[src/rtl/pong_pkg.sv]
// Shared types and matrix constants for the 8x8 Pong ball engine.
package pong_pkg;

  typedef enum logic [1:0] {IDLE, SERVE, RUN, SCORE} state_t;

  localparam int unsigned COLS    = 8;
  localparam int unsigned ROWS    = 8;
  localparam logic [2:0]  ROW_A   = 3'd0;
  localparam logic [2:0]  ROW_B   = 3'd7;
  localparam logic [2:0]  PAD_MIN = 3'd1;
  localparam logic [2:0]  PAD_MAX = 3'd6;
  localparam logic [2:0]  SERVE_X = 3'd3;
  localparam logic [2:0]  CENTRE_Y = 3'd3;

  // Signed column offset of the ball from a paddle centre (out-of-range paddles used as-is).
  function automatic logic signed [3:0] pad_off(input logic [2:0] x, input logic [2:0] p);
    return $signed({1'b0, x}) - $signed({1'b0, p});
  endfunction

endpackage

[src/rtl/pong_step_timer.sv]
// Ball step strobe generator; with SPEED_UP_EN the interval shrinks on each paddle hit.
module pong_step_timer #(
  parameter int unsigned STEP_TICKS = 2500000,
  parameter int unsigned STEP_DEC   = 250000,
  parameter int unsigned STEP_MIN   = 750000
) (
  input  logic clk,
  input  logic rst_n,
  input  logic run,
  input  logic reload,
  input  logic hit,
  output logic step_c
);

  localparam int unsigned CW = $clog2(STEP_TICKS + 1);

  logic [CW-1:0] cnt;
  logic [CW-1:0] interval;

  assign step_c = run && (cnt == interval - CW'(1));

  // Held at zero while not running, so every state entry starts a fresh interval.
  always_ff @(posedge clk or negedge rst_n) begin
    if (!rst_n) begin
      cnt <= '0;
    end else if (!run || step_c) begin
      cnt <= '0;
    end else begin
      cnt <= cnt + CW'(1);
    end
  end

`ifdef SPEED_UP_EN
  always_ff @(posedge clk or negedge rst_n) begin
    if (!rst_n) begin
      interval <= CW'(STEP_TICKS);
    end else if (reload) begin
      interval <= CW'(STEP_TICKS);
    end else if (hit) begin
      if (32'(interval) >= STEP_MIN + STEP_DEC) begin
        interval <= interval - CW'(STEP_DEC);
      end else begin
        interval <= CW'(STEP_MIN);
      end
    end
  end
`else
  logic unused_speed;
  assign interval     = CW'(STEP_TICKS);
  assign unused_speed = ^{hit, reload};
`endif

endmodule

[src/rtl/pong_ball.sv]
// Pong ball engine: movement, wall/paddle bounces, misses and scoring.
// Optional SPEED_UP_EN macro shortens the step interval on every paddle hit.
module pong_ball
  import pong_pkg::*;
#(
  parameter int unsigned STEP_TICKS = 2500000,
  parameter int unsigned SCORE_HOLD = 4,
  parameter int unsigned WIN_SCORE  = 9,
  parameter int unsigned STEP_DEC   = 250000,
  parameter int unsigned STEP_MIN   = 750000
) (
  input  logic       clk,
  input  logic       rst_n,
  input  logic       playing,
  input  logic [2:0] padA,
  input  logic [2:0] padB,
  output logic [2:0] ball_x,
  output logic [2:0] ball_y,
  output logic [3:0] score_a,
  output logic [3:0] score_b,
  output logic       point_pulse,
  output logic       game_over
);

  localparam int unsigned HW = (SCORE_HOLD > 1) ? $clog2(SCORE_HOLD) : 1;

  state_t            state;
  logic signed [1:0] dx, dy;
  logic [HW-1:0]     hold_cnt;

  logic              step_c, run_c, hit_c, serve_go_c, hold_done_c;
  logic signed [3:0] off_a_c, off_b_c;
  logic              row_a_c, row_b_c, hit_a_c, hit_b_c;
  logic signed [1:0] dx_sel_c, dx_new_c;
  logic [4:0]        x_sum_c;
  logic [2:0]        x_new_c, y_new_c;
  logic [3:0]        score_a_inc_c, score_b_inc_c;

  assign run_c = playing && (state != IDLE);

  pong_step_timer #(
    .STEP_TICKS(STEP_TICKS),
    .STEP_DEC  (STEP_DEC),
    .STEP_MIN  (STEP_MIN)
  ) u_timer (
    .clk   (clk),
    .rst_n (rst_n),
    .run   (run_c),
    .reload(serve_go_c),
    .hit   (hit_c),
    .step_c(step_c)
  );

  // Next-move arithmetic: paddle tests first, then the wall rule on whichever dx wins.
  always_comb begin
    off_a_c  = pad_off(ball_x, padA);
    off_b_c  = pad_off(ball_x, padB);
    row_a_c  = (ball_y == ROW_A + 3'd1) && dy[1];
    row_b_c  = (ball_y == ROW_B - 3'd1) && !dy[1];
    hit_a_c  = (off_a_c >= -4'sd1) && (off_a_c <= 4'sd1);
    hit_b_c  = (off_b_c >= -4'sd1) && (off_b_c <= 4'sd1);
    dx_sel_c = dx;
    if (row_a_c && hit_a_c) begin
      dx_sel_c = $signed(off_a_c[1:0]);
    end else if (row_b_c && hit_b_c) begin
      dx_sel_c = $signed(off_b_c[1:0]);
    end
    x_sum_c  = {2'b00, ball_x} + {{3{dx_sel_c[1]}}, dx_sel_c};
    dx_new_c = (x_sum_c[4] || x_sum_c[3]) ? -dx_sel_c : dx_sel_c;
    x_new_c  = ball_x + {dx_new_c[1], dx_new_c};
    y_new_c  = ball_y + {dy[1], dy};
    hit_c    = step_c && (state == RUN) && ((row_a_c && hit_a_c) || (row_b_c && hit_b_c));
    hold_done_c   = (hold_cnt == HW'(SCORE_HOLD - 1));
    serve_go_c    = (state == IDLE) ||
                    ((state == SCORE) && step_c && !game_over && hold_done_c);
    score_a_inc_c = (score_a >= 4'(WIN_SCORE)) ? score_a : score_a + 4'd1;
    score_b_inc_c = (score_b >= 4'(WIN_SCORE)) ? score_b : score_b + 4'd1;
  end

  // A playing drop overrides everything, including a point on the same step.
  always_ff @(posedge clk or negedge rst_n) begin
    if (!rst_n) begin
      state       <= IDLE;
      ball_x      <= SERVE_X;
      ball_y      <= CENTRE_Y;
      dx          <= 2'sd0;
      dy          <= 2'sd1;
      score_a     <= '0;
      score_b     <= '0;
      point_pulse <= 1'b0;
      game_over   <= 1'b0;
      hold_cnt    <= '0;
    end else begin
      point_pulse <= 1'b0;
      if (!playing) begin
        state     <= IDLE;
        ball_x    <= SERVE_X;
        ball_y    <= CENTRE_Y;
        dx        <= 2'sd0;
        dy        <= 2'sd1;
        score_a   <= '0;
        score_b   <= '0;
        game_over <= 1'b0;
        hold_cnt  <= '0;
      end else begin
        unique case (state)
          IDLE: begin
            state  <= SERVE;
            ball_x <= SERVE_X;
            ball_y <= CENTRE_Y + 3'd1;
            dx     <= 2'sd0;
            dy     <= 2'sd1;
          end
          SERVE: begin
            if (step_c) state <= RUN;
          end
          RUN: begin
            if (step_c) begin
              if (row_a_c && !hit_a_c) begin
                ball_y      <= ROW_A;
                score_b     <= score_b_inc_c;
                game_over   <= (score_b_inc_c == 4'(WIN_SCORE));
                point_pulse <= 1'b1;
                hold_cnt    <= '0;
                state       <= SCORE;
              end else if (row_b_c && !hit_b_c) begin
                ball_y      <= ROW_B;
                score_a     <= score_a_inc_c;
                game_over   <= (score_a_inc_c == 4'(WIN_SCORE));
                point_pulse <= 1'b1;
                hold_cnt    <= '0;
                state       <= SCORE;
              end else begin
                ball_x <= x_new_c;
                dx     <= dx_new_c;
                if (row_a_c) begin
                  ball_y <= ROW_A + 3'd2;
                  dy     <= 2'sd1;
                end else if (row_b_c) begin
                  ball_y <= ROW_B - 3'd2;
                  dy     <= -2'sd1;
                end else begin
                  ball_y <= y_new_c;
                end
              end
            end
          end
          SCORE: begin
            // dy still points at the conceding side, which is where the serve goes.
            if (step_c && !game_over) begin
              if (hold_done_c) begin
                state    <= SERVE;
                hold_cnt <= '0;
                ball_x   <= SERVE_X;
                ball_y   <= dy[1] ? CENTRE_Y : CENTRE_Y + 3'd1;
                dx       <= 2'sd0;
              end else begin
                hold_cnt <= hold_cnt + HW'(1);
              end
            end
          end
          default: state <= IDLE;
        endcase
      end
    end
  end

endmodule
[config.mk]
export PLATFORM = sky130hd
export DESIGN_NAME = pong_ball
export DESIGN_NICKNAME = d
export VERILOG_FILES = /design/src/rtl/pong_pkg.sv /design/src/rtl/pong_step_timer.sv /design/src/rtl/pong_ball.sv
export SDC_FILE = /design/constraint.sdc
export NUM_CORES = 1
export LEC_CHECK = 0
export ABC_CLOCK_PERIOD_IN_PS = 3900
export CAP_MARGIN = 15
export CELL_PAD_IN_SITES_DETAIL_PLACEMENT = 1
export CELL_PAD_IN_SITES_GLOBAL_PLACEMENT = 1
export CORE_ASPECT_RATIO = 2
export CORE_MARGIN = 2
export CORE_UTILIZATION = 33
export DETAILED_ROUTE_END_ITERATION = 10
export GPL_TIMING_DRIVEN = 0
export PLACE_DENSITY = 0.68
export SLEW_MARGIN = 5
export SYNTH_ARGS = -nofsm -noshare
export SYNTH_HDL_FRONTEND = slang
export SYNTH_SLANG_ARGS = --single-unit
export TNS_END_PERCENT = 1
[constraint.sdc]
create_clock -name clk -period 3.9 [get_ports clk]
set_clock_uncertainty 0.1 [all_clocks]
set_input_delay 0.78 -clock clk [delete_from_list [all_inputs] [get_ports clk]]
set_output_delay 0.78 -clock clk [all_outputs]
set_load 0.05 [all_outputs]
==> results.toml, run 1 <==
[run_status]
outcome = "complete, but fails checks"
violations = "setup timing"

[setup_path]
start_kind = "input pin"
end_kind = "flip-flop"
criticalPathCategory = "in -> reg"
cp_max_fo = 3
crit_start = "padB[0]"
crit_slowest_cell = "or4_4"
cp_data_arrival_time_ps = 4260
reg2reg_from = "ball_x[0]"
cp_top_family = "compound AO/OA/AOI/OAI gates"
crit_required_ps = 3980
cp_cell_sequence = "buf_6, ha_4, inv_2, fa_2, xnor2_2, or4_4, mux2_4, o21a_1, a21o_1, ha_4, a21oi_2, a31o_2, a31oi_4, fa_2, xor2_2, and4_1, a211o_1"
crit_buf_inv = 2
slowest_delay_ps = 430

[timing]
min_period_ps = 4180
clock.fmax_mhz = 239
report.final.setup_viol = 1
hold_viol_final = 0
worst_pin_slew_ps = 1030
slew_violations = 0
min_period_over_period_pct = 107
relSlewSlack_pct = 31.1
rsz0062_at_grt = "true"
setup_ws_ps = -281
hold_slack_ps = 364
finalSetupTns_ps = -281

[cells_and_area]
n_antenna_cell = 0
utilization_pct = 43.9
layout-drive-gt1-share_pct = 20.6
syn_to_final_growth_pct = 30.9
num-nets-final = 422
n_fill_cell = 1018

[placement]
dpl_worst_slack_ps = -1140
gp_congestion = 0.776
portBuffers = 24
dp_hpwl_um = 6270

[die]
fp.dieH_um = 138
die_w_um = 71.2
rows = 49
dieArea_um2 = 9860
core_um2 = 8890
ios = 25
start_util_pct = 33.5

[power]
ir_drop_mv = 0.262
p_per_area_nw_per_um2 = 393
p_leak_nw = 1.64
power_mw = 1.53

[yosys]
syn_area_um2 = 2980
synth-seq-cells = 45
syn_avg_cell_area_um2 = 8.93
synth_area_leaders = "dfrtp_1 (34%), ha_1 (9.2%), nor2_1 (6.2%)"
synth-edff-count = 0
synth.yosys.seq_area_share_pct = 37.9
yosysWarningCount = 0
synth.distinct_cells = 54
synth_largest_area_cell = "dfrtp_1"
ys_async_sr_fraction_pct = 100
synth_nets = 369
synthCells = 334
synth.top_cell.area_share_pct = 34.4
synth_ff_type = "dfrtp_1"

[clock_tree]
root_buffer = "clkbuf_16"
numCtsBuffers = 5
clk_pin_slew_ps = 70
htreeDepth = 2
clk_latency_ps = 290
cts_hold_buffers = 0
cts.path.max_buffers = 2
cts_sinks = 45
cts_tree = "built"

[drt]
ant_nets = 0
wl_um = 8500
first_iter_violations = 37
vias = 2623
dr.pass1.iters = 4
wl_per_cell_um = 17.3
via_per_inst = 5.35
drc = 0

[global_routing]
globalRouteOverflowTotal = 0
grt_max_degree = 26
gr-usage-all-layers_pct = 18.1
grt_first_pass_wirelength_um = 14100
grt_pass1_vias = 2956
antenna_found_initial = 0

[flow_run]
maxCapViolCount = 0

[min_path]
hold_path_class = "in -> async"
[routing by layer]
layer,wire length (µm),vias to the layer above,share of wire (%),track usage (%)
met5,0,-,0,0
met4,249,0,2.9,7.55
met3,183,14,2.2,2.77
met2,5350,29,63,37.2
met1,2720,1326,32,16.3
li1,-,1254,-,-
[cells by family (layout without fill, tap and decap cells)]
logic type      count (synthesis)  after routing  share of synthesized area, %
flops                          45             45                          37.9
xor+xnor                       26             26                          7.64
buf+inv                        35             89                          4.45
simple gates                  140            140                          23.7
fa+ha+maj                      26             26                          11.9
mux                             5              5                          1.85
compound gates                 57             57                          12.5
[final cells by class]
class                   count  area (µm²)  area share [%]
flip-flops and latches     45        1130            29.0
clock inverters             3        17.5           0.449
multi-input cells         254        1960            50.2
plain buffers               9        35.0           0.898
repair buffers             46         408            10.5
inverters                  26         100            2.56
well taps                 102         128            3.27
clock buffers               5         125            3.21
[synth_stat cells, types with 3 or more instances]
master,number
nand3_1,12
a21o_1,3
o21ai_1,10
xor2_1,12
ha_1,22
inv_1,25
nand2_1,30
nor2_1,49
and4_1,3
dfrtp_1,41
a21oi_1,12
and3_1,7
xnor2_1,14
nand2b_1,5
a211oi_1,3
a22o_1,3
nor3_1,4
nor4_1,3
or3_1,3
o21ai_0,7
and2_1,3
a31oi_1,3
nand4_1,7
dfstp_2,4
clkbuf_1,8
o21a_1,3
fa_1,4
mux2i_1,4
[where the power goes]
group / total [mW] / switching [mW] / internal [mW]
combinational: 0.556 / 0.353 / 0.203
clock: 0.420 / 0.185 / 0.235
sequential: 0.559 / 0.0491 / 0.510
total: 1.53 / 0.587 / 0.948
[state kept, by name, indices dropped and copies added (netlist names)]
signal,flops
game_over,1
dy,1
dx,2
state,2
score_a,4
point_pulse,1
hold_cnt,2
score_b,4
u_timer.cnt,22
ball_x,3
ball_y,3
[final timing paths]
path	to	slack [ps]	depth (start not counted)
min in group clk	u_timer.cnt[0]	400	1
min	u_timer.cnt[15]	360	1
max	ball_x[2]	-280	17
min reg2reg	u_timer.cnt[0]	400	1
max reg2reg	ball_x[2]	-240	18
max in group asynchronous	ball_y[0]	2740	2
[timing repair]
item / 4_1_cts / 5_1_grt
setup endpoints to repair: 10 / 2
buffers inserted: 17 / 4
resized for setup: 41 / 11
pin swaps: 23 / 19
[cells in the final DEF, fill, tap and decap left out, types with 3 or more instances in the layout]
cell and instances:
nor2_1 48, inv_2 7, nand3_1 12, inv_1 17, mux2i_1 4, ha_4 8
fa_2 3, buf_4 19, clkbuf_16 5, buf_6 3, dfstp_2 4, a22o_1 3
nor3_1 4, dfrtp_1 41, o21ai_0 7, ha_1 14, nand4_1 7, nand2b_1 5
xnor2_1 13, nand2_1 30, o21ai_1 9, clkbuf_1 8, xor2_1 10, clkdlybuf4s50_1 17
and2_1 3, a21o_1 3, buf_2 5, nor4_1 3, and3_1 7, a21oi_1 10
or3_1 3
[through the flow]
step / instances / area, µm²
after floorplan: 334 / 3040
after global placement: 460 / 3410
after detailed placement: 461 / 3420
after CTS: 486 / 3810
after global routing: 490 / 3900
final: 490 / 3900
No activity file was read; power rests on OpenSTA's default activity.
==> run 2, diff against run 1 <==
--- a/config.mk
+++ b/config.mk
@@ -12,8 +12,10 @@
 export CORE_ASPECT_RATIO = 2
 export CORE_MARGIN = 2
 export CORE_UTILIZATION = 33
+export CTS_CLUSTER_SIZE = 25
 export DETAILED_ROUTE_END_ITERATION = 10
 export GPL_TIMING_DRIVEN = 0
+export HOLD_SLACK_MARGIN = 0.02
 export PLACE_DENSITY = 0.68
 export SLEW_MARGIN = 5
 export SYNTH_ARGS = -nofsm -noshare
==> results of run 2 <==
Final layout, timing and power as in run 1 (identical DEF).
